<file path="src/rtl/pc_cmd_parser_pkg.sv">
// -----------------------------------------------------------------------------
// pc_cmd_parser_pkg
// Shared protocol constants and FSM state encoding for the PC command parser.
//   - Opcode bytes accepted from the host (write / read).
//   - Response bytes returned to the host (ack / bad opcode / bus timeout).
//   - state_t: parser FSM states, also exported on the debug state output.
// -----------------------------------------------------------------------------
package pc_cmd_parser_pkg;

   localparam logic [7:0] OP_WRITE  = 8'h57;  // 'W'
   localparam logic [7:0] OP_READ   = 8'h52;  // 'R'
   localparam logic [7:0] RSP_ACK   = 8'h4B;  // write completed
   localparam logic [7:0] RSP_BADOP = 8'h3F;  // unknown opcode
   localparam logic [7:0] RSP_BUSTO = 8'h21;  // bus access never started

   typedef enum logic [2:0] {
      ST_IDLE      = 3'd0,
      ST_ADDR      = 3'd1,
      ST_SEL       = 3'd2,
      ST_DATA      = 3'd3,
      ST_START     = 3'd4,
      ST_WAIT_ACT  = 3'd5,
      ST_WAIT_DONE = 3'd6,
      ST_RESP      = 3'd7
   } state_t;

   function automatic logic is_valid_op(input logic [7:0] b);
      return (b == OP_WRITE) || (b == OP_READ);
   endfunction

endpackage

</file>
<file path="src/rtl/pc_cmd_parser_if.sv">
// -----------------------------------------------------------------------------
// pc_cmd_parser_if
// Groups every non-clock/reset signal of the command parser.
//   UART RX side : rx_valid, rx_data
//   UART TX side : tx_data, tx_valid, tx_ready
//   cpu_top side : cpu_start, cpu_address, cpu_selection, cpu_write,
//                  cpu_data_wr, cpu_data_rd, cpu_active
//   status       : busy, frame_err, state_dbg (current FSM state)
// Handshake: a TX byte transfers on a cycle where tx_valid && tx_ready are
// both high; while tx_valid is high and tx_ready low, tx_data holds steady.
// rx_valid is a one-cycle strobe with no back-pressure.
// Modports: master = parser, slave = surrounding UART/cpu_top environment.
// -----------------------------------------------------------------------------
interface pc_cmd_parser_if;
   import pc_cmd_parser_pkg::*;

   logic        rx_valid;
   logic [7:0]  rx_data;
   logic [7:0]  tx_data;
   logic        tx_valid;
   logic        tx_ready;
   logic        cpu_start;
   logic [31:0] cpu_address;
   logic [3:0]  cpu_selection;
   logic        cpu_write;
   logic [31:0] cpu_data_wr;
   logic [31:0] cpu_data_rd;
   logic        cpu_active;
   logic        busy;
   logic        frame_err;
   state_t      state_dbg;

   modport master (
      input  rx_valid, rx_data, tx_ready, cpu_data_rd, cpu_active,
      output tx_data, tx_valid, cpu_start, cpu_address, cpu_selection,
             cpu_write, cpu_data_wr, busy, frame_err, state_dbg
   );

   modport slave (
      output rx_valid, rx_data, tx_ready, cpu_data_rd, cpu_active,
      input  tx_data, tx_valid, cpu_start, cpu_address, cpu_selection,
             cpu_write, cpu_data_wr, busy, frame_err, state_dbg
   );

endinterface

</file>
<file path="src/rtl/pc_cmd_parser_resp_serializer.sv">
// -----------------------------------------------------------------------------
// pc_resp_serializer
// Serialises a 1- or 4-byte response onto the UART TX handshake.
//   clk, rst   : clock, synchronous active-high reset
//   load       : capture word and start sending (ignored bytes are dropped)
//   four       : 1 = send word[31:0] MSB first, 0 = send word[7:0] only
//   word       : response payload
//   tx_ready   : UART accepts tx_data this cycle
//   tx_valid   : tx_data valid, held until accepted
//   tx_data    : byte being offered
//   done       : high in the cycle the final byte transfers
// -----------------------------------------------------------------------------
module pc_resp_serializer (
   input  logic        clk,
   input  logic        rst,
   input  logic        load,
   input  logic        four,
   input  logic [31:0] word,
   input  logic        tx_ready,
   output logic        tx_valid,
   output logic [7:0]  tx_data,
   output logic        done
);

   logic [31:0] sh_q, sh_d;
   logic [2:0]  rem_q, rem_d;
   logic        valid_q, valid_d;

   always_ff @(posedge clk) begin
      if (rst) begin
         sh_q    <= '0;
         rem_q   <= '0;
         valid_q <= 1'b0;
      end else begin
         sh_q    <= sh_d;
         rem_q   <= rem_d;
         valid_q <= valid_d;
      end
   end

   always_comb begin
      sh_d    = sh_q;
      rem_d   = rem_q;
      valid_d = valid_q;
      done    = 1'b0;
      if (valid_q && tx_ready) begin
         // Next byte moves into the top lane, so it is offered the next cycle.
         sh_d  = {sh_q[23:0], 8'h00};
         rem_d = rem_q - 3'd1;
         if (rem_q == 3'd1) begin
            valid_d = 1'b0;
            done    = 1'b1;
         end
      end
      if (load) begin
         // Single-byte responses are parked in the top lane too.
         sh_d    = four ? word : {word[7:0], 24'h000000};
         rem_d   = four ? 3'd4 : 3'd1;
         valid_d = 1'b1;
      end
   end

   assign tx_valid = valid_q;
   assign tx_data  = sh_q[31:24];

endmodule

</file>
<file path="src/rtl/pc_cmd_parser.sv">
// -----------------------------------------------------------------------------
// pc_cmd_parser
// Byte-level command decoder between the UART core and cpu_top. Assembles
// write ('W' addr[4] sel data[4]) and read ('R' addr[4] sel) frames, launches
// one access through cpu_top, waits for it to finish and returns a response
// (0x4B for writes, four data bytes MSB first for reads).
//   wb_clk, wb_rst : clock, synchronous active-high reset
//   bus (master)   : UART RX/TX, cpu_top command/status, busy, frame_err,
//                    state_dbg
// Errors: unknown opcode -> 0x3F; inter-byte timeout -> silent return to
// IDLE; cpu_active never rising -> 0x21. Each pulses frame_err once.
// -----------------------------------------------------------------------------
module pc_cmd_parser
   import pc_cmd_parser_pkg::*;
#(
   parameter int unsigned TIMEOUT_CYCLES = 1000000
) (
   input  logic            wb_clk,
   input  logic            wb_rst,
   pc_cmd_parser_if.master bus
);

   localparam int unsigned CW = (TIMEOUT_CYCLES > 1) ? $clog2(TIMEOUT_CYCLES) : 1;
   localparam logic [CW-1:0] TMO_LAST = CW'(TIMEOUT_CYCLES - 1);

   state_t         state_q, state_d;
   logic [1:0]     byte_cnt_q, byte_cnt_d;
   logic [CW-1:0]  tmo_cnt_q, tmo_cnt_d;
   logic [31:0]    addr_q, addr_d;
   logic [3:0]     sel_q, sel_d;
   logic           wr_q, wr_d;
   logic [31:0]    data_q, data_d;

   logic           ser_load;
   logic           ser_four;
   logic [31:0]    ser_word;
   logic           ser_done;
   logic           frame_err_c;
   logic           tmo_hit;

   always_ff @(posedge wb_clk) begin
      if (wb_rst) begin
         state_q    <= ST_IDLE;
         byte_cnt_q <= '0;
         tmo_cnt_q  <= '0;
         addr_q     <= '0;
         sel_q      <= '0;
         wr_q       <= 1'b0;
         data_q     <= '0;
      end else begin
         state_q    <= state_d;
         byte_cnt_q <= byte_cnt_d;
         tmo_cnt_q  <= tmo_cnt_d;
         addr_q     <= addr_d;
         sel_q      <= sel_d;
         wr_q       <= wr_d;
         data_q     <= data_d;
      end
   end

   assign tmo_hit = (tmo_cnt_q == TMO_LAST);

   always_comb begin
      state_d     = state_q;
      byte_cnt_d  = byte_cnt_q;
      tmo_cnt_d   = tmo_cnt_q;
      addr_d      = addr_q;
      sel_d       = sel_q;
      wr_d        = wr_q;
      data_d      = data_q;
      ser_load    = 1'b0;
      ser_four    = 1'b0;
      ser_word    = '0;
      frame_err_c = 1'b0;

      case (state_q)
         ST_IDLE: begin
            byte_cnt_d = '0;
            tmo_cnt_d  = '0;
            if (bus.rx_valid) begin
               if (is_valid_op(bus.rx_data)) begin
                  wr_d    = (bus.rx_data == OP_WRITE);
                  state_d = ST_ADDR;
               end else begin
                  ser_load    = 1'b1;
                  ser_word    = {24'h000000, RSP_BADOP};
                  frame_err_c = 1'b1;
                  state_d     = ST_RESP;
               end
            end
         end

         // In the three frame-body states a byte arriving in the terminal
         // count cycle is taken and the timeout is abandoned.
         ST_ADDR: begin
            if (bus.rx_valid) begin
               addr_d     = {addr_q[23:0], bus.rx_data};
               tmo_cnt_d  = '0;
               byte_cnt_d = byte_cnt_q + 2'd1;
               if (byte_cnt_q == 2'd3) state_d = ST_SEL;
            end else if (tmo_hit) begin
               frame_err_c = 1'b1;
               state_d     = ST_IDLE;
            end else begin
               tmo_cnt_d = tmo_cnt_q + CW'(1);
            end
         end

         ST_SEL: begin
            if (bus.rx_valid) begin
               sel_d     = bus.rx_data[3:0];
               tmo_cnt_d = '0;
               state_d   = wr_q ? ST_DATA : ST_START;
            end else if (tmo_hit) begin
               frame_err_c = 1'b1;
               state_d     = ST_IDLE;
            end else begin
               tmo_cnt_d = tmo_cnt_q + CW'(1);
            end
         end

         ST_DATA: begin
            if (bus.rx_valid) begin
               data_d     = {data_q[23:0], bus.rx_data};
               tmo_cnt_d  = '0;
               byte_cnt_d = byte_cnt_q + 2'd1;
               if (byte_cnt_q == 2'd3) state_d = ST_START;
            end else if (tmo_hit) begin
               frame_err_c = 1'b1;
               state_d     = ST_IDLE;
            end else begin
               tmo_cnt_d = tmo_cnt_q + CW'(1);
            end
         end

         ST_START: begin
            tmo_cnt_d = '0;
            state_d   = ST_WAIT_ACT;
         end

         ST_WAIT_ACT: begin
            if (bus.cpu_active) begin
               state_d = ST_WAIT_DONE;
            end else if (tmo_hit) begin
               ser_load    = 1'b1;
               ser_word    = {24'h000000, RSP_BUSTO};
               frame_err_c = 1'b1;
               state_d     = ST_RESP;
            end else begin
               tmo_cnt_d = tmo_cnt_q + CW'(1);
            end
         end

         ST_WAIT_DONE: begin
            // Read data is captured by the serializer on this same edge.
            if (!bus.cpu_active) begin
               ser_load = 1'b1;
               if (wr_q) begin
                  ser_word = {24'h000000, RSP_ACK};
               end else begin
                  ser_word = bus.cpu_data_rd;
                  ser_four = 1'b1;
               end
               state_d = ST_RESP;
            end
         end

         ST_RESP: begin
            if (ser_done) state_d = ST_IDLE;
         end

         default: state_d = ST_IDLE;
      endcase
   end

   pc_resp_serializer u_ser (
      .clk      (wb_clk),
      .rst      (wb_rst),
      .load     (ser_load),
      .four     (ser_four),
      .word     (ser_word),
      .tx_ready (bus.tx_ready),
      .tx_valid (bus.tx_valid),
      .tx_data  (bus.tx_data),
      .done     (ser_done)
   );

   assign bus.cpu_start     = (state_q == ST_START);
   assign bus.cpu_address   = addr_q;
   assign bus.cpu_selection = sel_q;
   assign bus.cpu_write     = wr_q;
   assign bus.cpu_data_wr   = data_q;
   assign bus.busy          = (state_q != ST_IDLE);
   assign bus.frame_err     = frame_err_c;
   assign bus.state_dbg     = state_q;

endmodule

</file>
<file path="src/flat_wrapper.sv">
// flat-port wrapper written by rule: the top's interface ports become plain ports
module pc_cmd_parser_flat import pc_cmd_parser_pkg::*;
#(
   parameter int unsigned TIMEOUT_CYCLES = 1000000
)
  (wb_clk, wb_rst, bus_rx_valid, bus_rx_data, bus_tx_ready, bus_cpu_data_rd, bus_cpu_active, bus_tx_data, bus_tx_valid, bus_cpu_start, bus_cpu_address, bus_cpu_selection, bus_cpu_write, bus_cpu_data_wr, bus_busy, bus_frame_err, bus_state_dbg);
  pc_cmd_parser_if bus_i ();
  input  logic wb_clk;
  input  logic wb_rst;
  input wire logic [$bits(bus_i.rx_valid)-1:0] bus_rx_valid;
  input wire logic [$bits(bus_i.rx_data)-1:0] bus_rx_data;
  input wire logic [$bits(bus_i.tx_ready)-1:0] bus_tx_ready;
  input wire logic [$bits(bus_i.cpu_data_rd)-1:0] bus_cpu_data_rd;
  input wire logic [$bits(bus_i.cpu_active)-1:0] bus_cpu_active;
  output wire logic [$bits(bus_i.tx_data)-1:0] bus_tx_data;
  output wire logic [$bits(bus_i.tx_valid)-1:0] bus_tx_valid;
  output wire logic [$bits(bus_i.cpu_start)-1:0] bus_cpu_start;
  output wire logic [$bits(bus_i.cpu_address)-1:0] bus_cpu_address;
  output wire logic [$bits(bus_i.cpu_selection)-1:0] bus_cpu_selection;
  output wire logic [$bits(bus_i.cpu_write)-1:0] bus_cpu_write;
  output wire logic [$bits(bus_i.cpu_data_wr)-1:0] bus_cpu_data_wr;
  output wire logic [$bits(bus_i.busy)-1:0] bus_busy;
  output wire logic [$bits(bus_i.frame_err)-1:0] bus_frame_err;
  output wire logic [$bits(bus_i.state_dbg)-1:0] bus_state_dbg;
  assign bus_i.rx_valid = bus_rx_valid;
  assign bus_i.rx_data = bus_rx_data;
  assign bus_i.tx_ready = bus_tx_ready;
  assign bus_i.cpu_data_rd = bus_cpu_data_rd;
  assign bus_i.cpu_active = bus_cpu_active;
  assign bus_tx_data = bus_i.tx_data;
  assign bus_tx_valid = bus_i.tx_valid;
  assign bus_cpu_start = bus_i.cpu_start;
  assign bus_cpu_address = bus_i.cpu_address;
  assign bus_cpu_selection = bus_i.cpu_selection;
  assign bus_cpu_write = bus_i.cpu_write;
  assign bus_cpu_data_wr = bus_i.cpu_data_wr;
  assign bus_busy = bus_i.busy;
  assign bus_frame_err = bus_i.frame_err;
  assign bus_state_dbg = bus_i.state_dbg;
  pc_cmd_parser #(.TIMEOUT_CYCLES(TIMEOUT_CYCLES)) u_core (.wb_clk(wb_clk), .wb_rst(wb_rst), .bus(bus_i));
endmodule
</file>
<file path="config.mk">
export PLATFORM = sky130hd
export DESIGN_NAME = pc_cmd_parser_flat
export DESIGN_NICKNAME = d
export VERILOG_FILES = /design/src/rtl/pc_cmd_parser_pkg.sv /design/src/rtl/pc_cmd_parser_if.sv /design/src/rtl/pc_cmd_parser_resp_serializer.sv /design/src/rtl/pc_cmd_parser.sv /design/src/flat_wrapper.sv
export SDC_FILE = /design/constraint.sdc
export NUM_CORES = 1
export LEC_CHECK = 0
export ABC_AREA = 1
export BUFFER_PORTS_ARGS = -buffer_cell sky130_fd_sc_hd__buf_2
export CAP_MARGIN = 20
export CORE_AREA = 2 2 134 162
export CTS_BUF_LIST = sky130_fd_sc_hd__clkbuf_16
export CTS_CLUSTER_SIZE = 20
export DETAILED_ROUTE_END_ITERATION = 10
export DIE_AREA = 0 0 136 164
export HOLD_SLACK_MARGIN = 0.03
export SYNTH_ARGS = -nofsm -noshare
export SYNTH_HDL_FRONTEND = slang
export SYNTH_SLANG_ARGS = --single-unit
</file>
<file path="constraint.sdc">
create_clock -name wb_clk -period 1.9 [get_ports wb_clk]
set_clock_uncertainty 0.2 [all_clocks]
set_input_delay 0.19 -clock wb_clk [delete_from_list [all_inputs] [get_ports wb_clk]]
set_output_delay 0.19 -clock wb_clk [all_outputs]
set_load 0.05 [all_outputs]
</file>
==> reports/summary.txt, run 1 <==
Num CTS Buffers: 17
Synth top cells by count: 234 x nor2_1, 132 x nand2_1, 130 x dfxtp_1, 105 x o21ai_0, 55 x inv_1
Simple-Gate Fraction of Synth Area: 34.19%
Fin cells: 1386
Cell mode on critical path: nand2_2
R2r worst-path depth: 13
Pre-CTS setup slack: -0.3248 ns
Post-synthesis mux area share: 0%
Buffers added on ports: 128
# diodes: 0
Synth Area per Inst: 7.037 um^2
Gate power share: 43.6%
Initial Util: 29.50%
First-pass GRT wire length: 30.64 mm
Yosys top cell by area: dfxtp_1
I/O pin total: 129
Drt total wl: 20.34 mm
Die Y: 164 um
GRT Residual Overflow: 0
FP Rows: 58
Drt wl/cell: 14.68 um
Placed Cells: 1292
FF-to-FF setup slack: -0.09 ns
XOR/XNOR Fraction of Synth Area: 0.8584%
Max incr delay on CP: 0.34 ns
Synth Register Bits: 130
P per Cell Area: 1306 mW/mm^2
Finished Core Util: 43.10%
Switch share: 42.80%
Final Worst Setup Slack: -0.2553 ns
Slew Limit Fails: 0
Share of layout cells above drive strength 1: 30.73%
Crit path launch: u_core.tmo_cnt_q[17]$_SDFFE_PP0P_
Fin nets: 1152
Number of synthesized flops with an enable pin: 0
Adder-cell area share of the yosys netlist: 0.8175%
Data required time at the worst endpoint: 1.51 ns
Vias post-DR: 6387
Synth top area cells: dfxtp_1 43%, nor2_1 14%, o21ai_0 8.6%, nand2_1 8.1%, inv_1 3.4%
Hold worst-path end: u_core.byte_cnt_q[0]$_SDFFE_PP0P_
CORE AREA: 0.02075 mm^2
Leak Pwr: 4.156 nW
Final Hold Viols: 0
RSZ-0062 raised after global routing: true
Reg2reg start: u_core.bus.state_dbg[0]$_SDFFE_PP0P_
# fillers: 2090
Synthesized net count: 919
Largest net degree at the start of global routing: 48
Total track usage: 17.71%
Final setup vio count: 23
Clock root cell: clkbuf_16
DP HPWL: 13.51 mm
Die ar.: 0.02230 mm^2
Ys Warns: 0
Die width: 136 um
Synthesized instance count: 870
Period minus WS final: 2.155 ns
Clk pwr share: 25.5%
Area Overhead vs Synth: 46.11%
CTS Buffer Depth: 2
H-Tree Level Count: 4
Worst Hold Path Cells: 4
Largest family of logic cells by synthesized area: simple AND/OR/NAND/NOR gates
Status: complete, but fails checks
Worst slew pin tran: 0.4243 ns
Initial antenna violation count: 1
Number of global-route vias before repair: 5952
Worst hold path class: in -> reg
Min-delay src: bus_rx_valid
Kind of critical path: reg -> out
Final ANT Viol Nets: 0
Most common cell in the netlist: nor2_1
Vias per cell: 4.608
Critical Path Sink Type: output port
Synth Area in Compound Gates: 12.71%
Internal power: 6.680 mW
WP data arrival: 1.77 ns
Register area share after synthesis: 42.51%
Drt drc: 0
Yosys cell types: 39
Max_slew headroom: 71.72%
Clock Latency Late Sink: 0.42 ns
Final period utilization: 113.4%
Fmax: 0.4640 GHz
Max-cap viol count: 0
GP Congestion: 0.8881
Post-synth ARST share: 0%
TritonCTS clock tree: built
Worst-path clk slew: 0.06 ns
Net Switching: 4.998 mW
Ys flop type: dfxtp_1
Critical path launch point type: register
Slowest-stage cell, CP: dfxtp_2
VDD IR max: 0.0005999 V
CP Max Fanout: 2
R2R Path End: u_core.tmo_cnt_q[3]$_SDFFE_PP0P_
Clk sinks: 130
Register share of total power: 30.9%
Violated checks: negative setup slack
DR pass1 iterations: 5
Synthesized cell area: 0.006122 mm^2
First DRT Iteration DRCs: 516
Critical-path cell list: nand2_2 -> nor3_2 -> nand2_1 -> nor2_2 -> nand2_2 -> o31ai_4 -> buf_12
Top-area cell type share of the netlist area: 42.51%
==> power groups by stage <==
stage | Combinational (mW) | Clock (mW) | Sequential (mW)
2_1_floorplan | 2.43 | 0 | 4.45
3_3_place_gp | 4.37 | 0 | 3.64
3_5_place_dp | 4.41 | 0 | 3.64
4_1_cts | 4.69 | 3.04 | 3.59
5_1_grt | 5.49 | 3.16 | 3.67
6_report | 5.09 | 2.98 | 3.61
==> worst max-delay path: cells and delay by family (launching register included) <==
kind | cells | cell delay [ns]
simple gates | 5 | 0.49
flops | 1 | 0.34
compound gates | 1 | 0.33
buf+inv | 1 | 0.18
==> cells by family (layout without fill, tap and decap cells) <==
family          Yosys count  count (layout)
compound gates          145             145
simple gates            472             475
flops                   130             130
fa+ha+maj                 4               4
xor+xnor                  6               6
buf+inv                 113             356
==> state kept, by name (all words and copies together), names as in the netlist <==
name / flops
u_core.tmo_cnt_q: 20
u_core.bus.cpu_selection: 4
u_core.byte_cnt_q: 2
u_core.bus.cpu_data_wr: 32
u_core.u_ser.tx_valid: 1
u_core.bus.cpu_address: 32
u_core.bus.cpu_write: 1
u_core.u_ser.rem_q: 3
u_core.bus.state_dbg: 3
u_core.u_ser.sh_q: 32
==> metal layers <==
layer	wire [um]	vias to the layer above	part of all wire (%)	track usage, %
li1	-	3270	-	-
met1	8274	2895	41	20.57
met2	10460	186	51	31.09
met3	1092	34	5.4	4.043
met4	505	2	2.5	7.481
met5	12	-	0.059	0
==> area by class of cell <==
| type | count | area, um^2 | area share (%) |
|---|---|---|---|
| inverters | 61 | 244.0 | 2.728 |
| multi-input cells | 630 | 3214 | 35.94 |
| clock inverters | 15 | 108.9 | 1.217 |
| clock buffers | 17 | 425.4 | 4.756 |
| flip-flops and latches | 130 | 2624 | 29.33 |
| well taps | 270 | 337.8 | 3.777 |
| repair buffers | 263 | 1991 | 22.25 |
==> worst max path at each step <==
stage | to | slack [ns]
3_3_place_gp | u_core.u_ser.sh_q[3]$_SDFFE_PP0P_ | -0.30
3_5_place_dp | u_core.u_ser.sh_q[3]$_SDFFE_PP0P_ | -0.32
5_1_grt | bus_frame_err | -0.35
4_1_cts | bus_frame_err | -0.33
2_1_floorplan | bus_frame_err | -0.29
6_report | bus_frame_err | -0.26
==> cells in the final DEF (no fill, tap or decap), drive strengths merged, types with 18 or more instances in the layout <==
cell / n
inv: 66
nand4: 18
buf: 219
nand2: 138
dfxtp: 130
clkbuf: 22
dlygate4sd3: 39
nor2: 245
a21oi: 31
o21ai: 107
nand3: 50
==> through the flow <==
stage | power (mW) | cell area (um^2) | hold WS (ns) | TNS (ns)
final | 11.68 | 8945 | 0.04601 | -1.054
after detailed placement | 8.044 | 7460 | 0.2552 | -7.278
after CTS | 11.33 | 8524 | 0.03332 | -2.703
after global placement | 8.007 | 7460 | 0.2491 | -6.772
after floorplan | 6.879 | 6160 | 0.1249 | -1.145
after global routing | 12.31 | 8945 | 0.04681 | -4.717
==> timing repair <==
item | CTS | global route
hold buffers | 39 | 1
setup buffers | 5 | 10
gates cloned | 2 | 8
endpoints found under the setup margin | 45 | 55
resized for setup | 16 | 67
pin swaps | 6 | 24
hold endpoints to repair | 48 | 1
Power figures use the tool's default switching activity.
==> inputs of run 2 (changes only) <==
--- a/config.mk
+++ b/config.mk
@@ -14,6 +14,7 @@
 export DETAILED_ROUTE_END_ITERATION = 10
 export DIE_AREA = 0 0 136 164
 export HOLD_SLACK_MARGIN = 0.03
+export SETUP_SLACK_MARGIN = 0.5
 export SYNTH_ARGS = -nofsm -noshare
 export SYNTH_HDL_FRONTEND = slang
 export SYNTH_SLANG_ARGS = --single-unit
==> reports/summary.txt, run 2 (same netlist as run 1, synthesis figures left out) <==
I/O pin total: 129
GRT Residual Overflow: 0
Critical-path cell list: inv_2 -> nor3_2 -> nand2_1 -> nor2_2 -> nand2_2 -> o31ai_4 -> buf_6
CTS Buffer Depth: 2
# fillers: 1792
Final Hold Viols: 4
Worst Hold Path Cells: 3
CP top delay family: simple AND/OR/NAND/NOR gates
Buffers added on ports: 128
Max incr delay on CP: 0.34 ns
Critical path launch point type: register
Slew Limit Fails: 0
H-Tree Level Count: 4
Fin nets: 1200
Hold_ws: -0.1217 ns
Hold worst-path end: u_core.bus.cpu_selection[3]$_SDFFE_PP0P_
FF-to-FF setup slack: -0.21 ns
Period minus WS final: 2.122 ns
TritonCTS clock tree: built
Max_slew headroom: 73.03%
DP HPWL: 12.82 mm
Slowest-stage cell, CP: dfxtp_2
WP data arrival: 1.73 ns
Final setup vio count: 41
R2r worst-path depth: 14
Clk sinks: 130
Share of layout cells above drive strength 1: 46.48%
Die Y: 164 um
Total track usage: 18.46%
CP Max Fanout: 2
RSZ-0062 raised after global routing: true
Final Worst Setup Slack: -0.2216 ns
P per Cell Area: 1300 mW/mm^2
VDD IR max: 0.0007612 V
Max-cap viol count: 0
Drt wl/cell: 15.48 um
Final period utilization: 111.7%
Most common cell after layout, fill and taps aside: nor2_1
Pre-CTS setup slack: -0.04681 ns
Num CTS Buffers: 17
Kind of critical path: reg -> out
Drt drc: 0
Fmax: 0.4713 GHz
DR pass1 iterations: 5
Initial Util: 29.50%
Data required time at the worst endpoint: 1.51 ns
Area Overhead vs Synth: 78.89%
Clock root cell: clkbuf_16
Status: complete, but fails checks
Most frequent cells in the layout: 185 x nor2_1, 102 x buf_6, 97 x nand2_1, 86 x dfxtp_1, 84 x buf_4
Largest net degree at the start of global routing: 45
Clock Latency Late Sink: 0.43 ns
Initial antenna violation count: 1
Die ar.: 0.02230 mm^2
Min-delay src: bus_rx_data[3]
Vias per cell: 4.771
Worst slew pin tran: 0.4039 ns
Worst-path clk slew: 0.06 ns
Post-CTS Hold Buffers: 38
Drt total wl: 22.19 mm
Worst Path Buf+Inv: 2
GP Congestion: 0.8719
FP Rows: 58
Number of global-route vias before repair: 6419
Final ANT Viol Nets: 0
Worst hold path class: in -> reg
First DRT Iteration DRCs: 460
CORE AREA: 0.02075 mm^2
First-pass GRT wire length: 32.41 mm
Reg2reg start: u_core.tmo_cnt_q[11]$_SDFFE_PP0P_
Violated checks: negative hold slack, negative setup slack
# diodes: 0
Critical Path Sink Type: output port
Leak Pwr: 4.791 nW
Finished Core Util: 52.77%
Vias post-DR: 6842
Die width: 136 um
R2R Path End: u_core.u_ser.sh_q[10]$_SDFFE_PP0P_
-- run 2: cell types whose count changed in the layout (fill, tap and decap cells not counted), moves of 19 or more --
cell,before,now
o21ai_2,1,20
nor2_2,10,29
nor2_1,223,185
o21ai_0,94,54
o21ai_1,12,33
dfxtp_2,8,41
buf_2,126,44
dfxtp_1,119,86
nand2_1,126,97
buf_6,7,102
-- run 2: worst max path at each step --
| stage | end | cells past startpoint | startpoint | slack [ns] |
|---|---|---|---|---|
| floorplan | bus_frame_err | 10 | u_core.bus.state_dbg[0]$_SDFFE_PP0P_ | -0.29 |
| CTS | bus_frame_err | 9 | u_core.bus.state_dbg[0]$_SDFFE_PP0P_ | -0.28 |
| global placement | u_core.bus.state_dbg[1]$_SDFFE_PP0P_ | 10 | u_core.tmo_cnt_q[0]$_SDFFE_PP0P_ | -0.03 |
| global route | bus_frame_err | 7 | u_core.tmo_cnt_q[17]$_SDFFE_PP0P_ | -0.34 |
| detailed placement | u_core.u_ser.sh_q[22]$_SDFFE_PP0P_ | 8 | bus_rx_data[5] | -0.05 |
| finish | bus_frame_err | 7 | u_core.tmo_cnt_q[19]$_SDFFE_PP0P_ | -0.22 |
-- run 2: timing repair --
action                                 CTS  global route
gates resized for setup                250           301
cloned                                  15             4
pin swaps                               49            85
setup endpoints to repair              213           212
endpoints found under the hold margin   62             5
setup buffers                           32            18
-- run 2: final cells by class --
type                    count  area [um^2]  share of cell area [%]
clock buffers              18        450.4                   4.113
multi-input cells         627         3757                   34.31
flip-flops and latches    130         2665                   24.33
well taps                 270        337.8                   3.085
inverters                  61        256.5                   2.342
repair buffers            314         3358                   30.66
clock inverters            14        126.4                   1.154
-- run 2: layer usage --
metal | GRT usage (%) | wire [um] | vias to the layer above
li1 | - | - | 3391
met1 | 20.85 | 8633 | 3236
met2 | 32.41 | 11810 | 168
met3 | 4.877 | 1100 | 45
met4 | 8.239 | 632 | 2
met5 | 0 | 13 | -
-- run 2: metrics by stage --
stage          power [mW]  std cells  setup TNS, ns  cell area (um^2)  hold WS (ns)
6_report            14.24       1434         -6.710             10950       -0.1217
3_3_place_gp        8.141       1295       -0.09631              7541        0.2468
2_1_floorplan       6.939        870         -1.086              6195        0.1249
5_1_grt             14.92       1434         -10.46             10950       -0.1176
3_5_place_dp        8.180       1295        -0.3887              7541        0.2529
4_1_cts             13.14       1412         -6.323              9906       -0.1403
-- run 2: report_power, final --
part | internal (mW) | total (mW) | switching (mW)
logic | 3.26 | 7.27 | 4.01
registers | 3.28 | 3.74 | 0.467
clock network | 1.89 | 3.23 | 1.34
-- run 2: worst min-delay path, stage by stage --
cell,delay [ns]
buf_2,0.13
o21ai_2,0.07
nor2_1,0.08
==> inputs of run 3 (changes only) <==
--- a/config.mk
+++ b/config.mk
@@ -8,12 +8,13 @@
 export ABC_AREA = 1
 export BUFFER_PORTS_ARGS = -buffer_cell sky130_fd_sc_hd__buf_2
 export CAP_MARGIN = 20
-export CORE_AREA = 2 2 134 162
+export CORE_AREA = 2 2 109 132
 export CTS_BUF_LIST = sky130_fd_sc_hd__clkbuf_16
 export CTS_CLUSTER_SIZE = 20
 export DETAILED_ROUTE_END_ITERATION = 10
-export DIE_AREA = 0 0 136 164
+export DIE_AREA = 0 0 111 134
 export HOLD_SLACK_MARGIN = 0.03
+export PLACE_DENSITY = 0.7
 export SETUP_SLACK_MARGIN = 0.5
 export SYNTH_ARGS = -nofsm -noshare
 export SYNTH_HDL_FRONTEND = slang
==> reports/summary.txt, run 3 (same netlist as run 1, synthesis figures left out) <==
Status: complete, but fails checks
Violated checks: negative hold slack, negative setup slack
Fin nets: 1194
Hold_ws: -0.09919 ns
Fmax: 0.4429 GHz
Vias per cell: 5.861
Period minus WS final: 2.258 ns
Drt wl/cell: 20.33 um
Die Y: 134 um
R2r worst-path depth: 14
Initial antenna violation count: 0
Worst-path clk slew: 0.06 ns
Final Hold Viols: 3
Multi-input logic area: 0.004208 mm^2
Most frequent cells in the layout: 153 x nor2_1, 97 x nand2_1, 89 x buf_6, 78 x buf_2, 78 x dfxtp_1
DP HPWL: 11.74 mm
Die ar.: 0.01487 mm^2
Buffers added on ports: 128
Clock root cell: clkbuf_16
Leak Pwr: 4.839 nW
Most common cell after layout, fill and taps aside: nor2_1
Critical Path Sink Type: register
GRT Residual Overflow: 0
CORE AREA: 0.01358 mm^2
RSZ-0062 raised after global routing: true
DR pass1 iterations: 6
Drt total wl: 27.05 mm
Clock Latency Late Sink: 0.43 ns
Slew Limit Fails: 0
Final setup vio count: 58
Number of global-route vias before repair: 6819
Num CTS Buffers: 17
# fillers: 703
Worst slew pin tran: 0.5167 ns
Final Worst Setup Slack: -0.3579 ns
I/O pin total: 129
Initial Util: 45.07%
CP Max Fanout: 6
Worst hold path class: in -> reg
Data required time at the worst endpoint: 2.01 ns
Final period utilization: 118.8%
Largest net degree at the start of global routing: 70
Worst Hold Path Cells: 3
CTS Buffer Depth: 2
VDD IR max: 0.0009914 V
Vias post-DR: 7795
Total track usage: 28.41%
Register area: 0.002680 mm^2
Kind of critical path: reg -> reg
FF-to-FF setup slack: -0.36 ns
Die width: 111 um
Clk sinks: 130
GP Congestion: 0.9072
TritonCTS clock tree: built
First DRT Iteration DRCs: 595
P per Cell Area: 1339 mW/mm^2
Critical path launch point type: register
FP Rows: 47
Final ANT Viol Nets: 0
Share of layout cells above drive strength 1: 53.89%
Drt drc: 0
WP data arrival: 2.36 ns
Max-cap viol count: 0
Pwr Total: 14.90 mW
Setup TNS: -11.23 ns
Area Overhead vs Synth: 81.71%
Max_slew headroom: 65.19%
H-Tree Level Count: 4
First-pass GRT wire length: 33.88 mm
## run 3: changes by cell type in the layout (fill, tap and decap cells not counted), moves of 8 or more
cell	delta
o21ai_2	+41
buf_2	+34
nor2_1	-32
o21ai_0	-28
buf_4	-25
nor2_4	+24
o21ai_1	-19
buf_6	-13
buf_8	+10
dfxtp_1	-8
nor2_2	+8
## run 3: path summary, 6_finish.rpt
path | start | to
hold reg to reg | u_core.tmo_cnt_q[5]$_SDFFE_PP0P_ | u_core.tmo_cnt_q[5]$_SDFFE_PP0P_
setup reg to reg | u_core.tmo_cnt_q[4]$_SDFFE_PP0P_ | u_core.u_ser.rem_q[0]$_SDFFE_PP0P_
setup / recovery | u_core.tmo_cnt_q[4]$_SDFFE_PP0P_ | u_core.u_ser.rem_q[0]$_SDFFE_PP0P_
hold / removal | bus_rx_data[7] | u_core.bus.cpu_data_wr[7]$_SDFFE_PP0P_
## run 3: critical path: stages, from the launching register on
cell	delay [ns]
dfxtp_2	0.33
nand2_2	0.08
nor3_2	0.17
nand2_1	0.11
nor2_2	0.15
buf_4	0.14
buf_6	0.08
buf_6	0.09
nand3_4	0.13
nand2_4	0.14
buf_6	0.12
buf_6	0.12
nor2_1	0.05
a21oi_1	0.15
nor2_1	0.09
## run 3: area by class of cell
class                           instances  area share (%)
Sequential cell                       130           24.09
Antenna cell                            1         0.02249
Inverter                               61           2.418
Tap cell                              171           1.923
Clock inverter                         14           1.293
Clock buffer                           18           4.049
Timing Repair Buffer                  308           28.38
Multi-Input combinational cell        627           37.82
## run 3: power breakdown
part           switching, mW  internal (mW)
Clock                   1.27           2.11
Combinational           4.49           3.19
Sequential             0.551           3.28
## run 3: metrics by stage
stage          cell area (um^2)  worst slack [ns]  utilization (%)  instances
2_1_floorplan              6195           -0.2854                -        870
3_3_place_gp               7327           0.04626            53.94       1189
3_5_place_dp               7327           0.02763            53.94       1189
4_1_cts                    9857           -0.2357            72.56       1301
5_1_grt                   11120           -0.4573            81.87       1329
6_report                  11120           -0.3579            81.89       1330
## run 3: metal layers
metal	global-route usage, %	vias to the layer above	routed length [um]
met5	0	-	0
met4	14.79	0	2028
met3	6.778	189	2145
met2	49.32	546	13380
met1	32.56	3677	9489
li1	-	3383	-
## run 3: timing repair
action,CTS,global route
resized for setup,321,359
pin swaps,84,70
buffers inserted,31,23
gates cloned,15,3
setup endpoints to repair,207,207
hold endpoints to repair,54,9
hold buffers,34,2
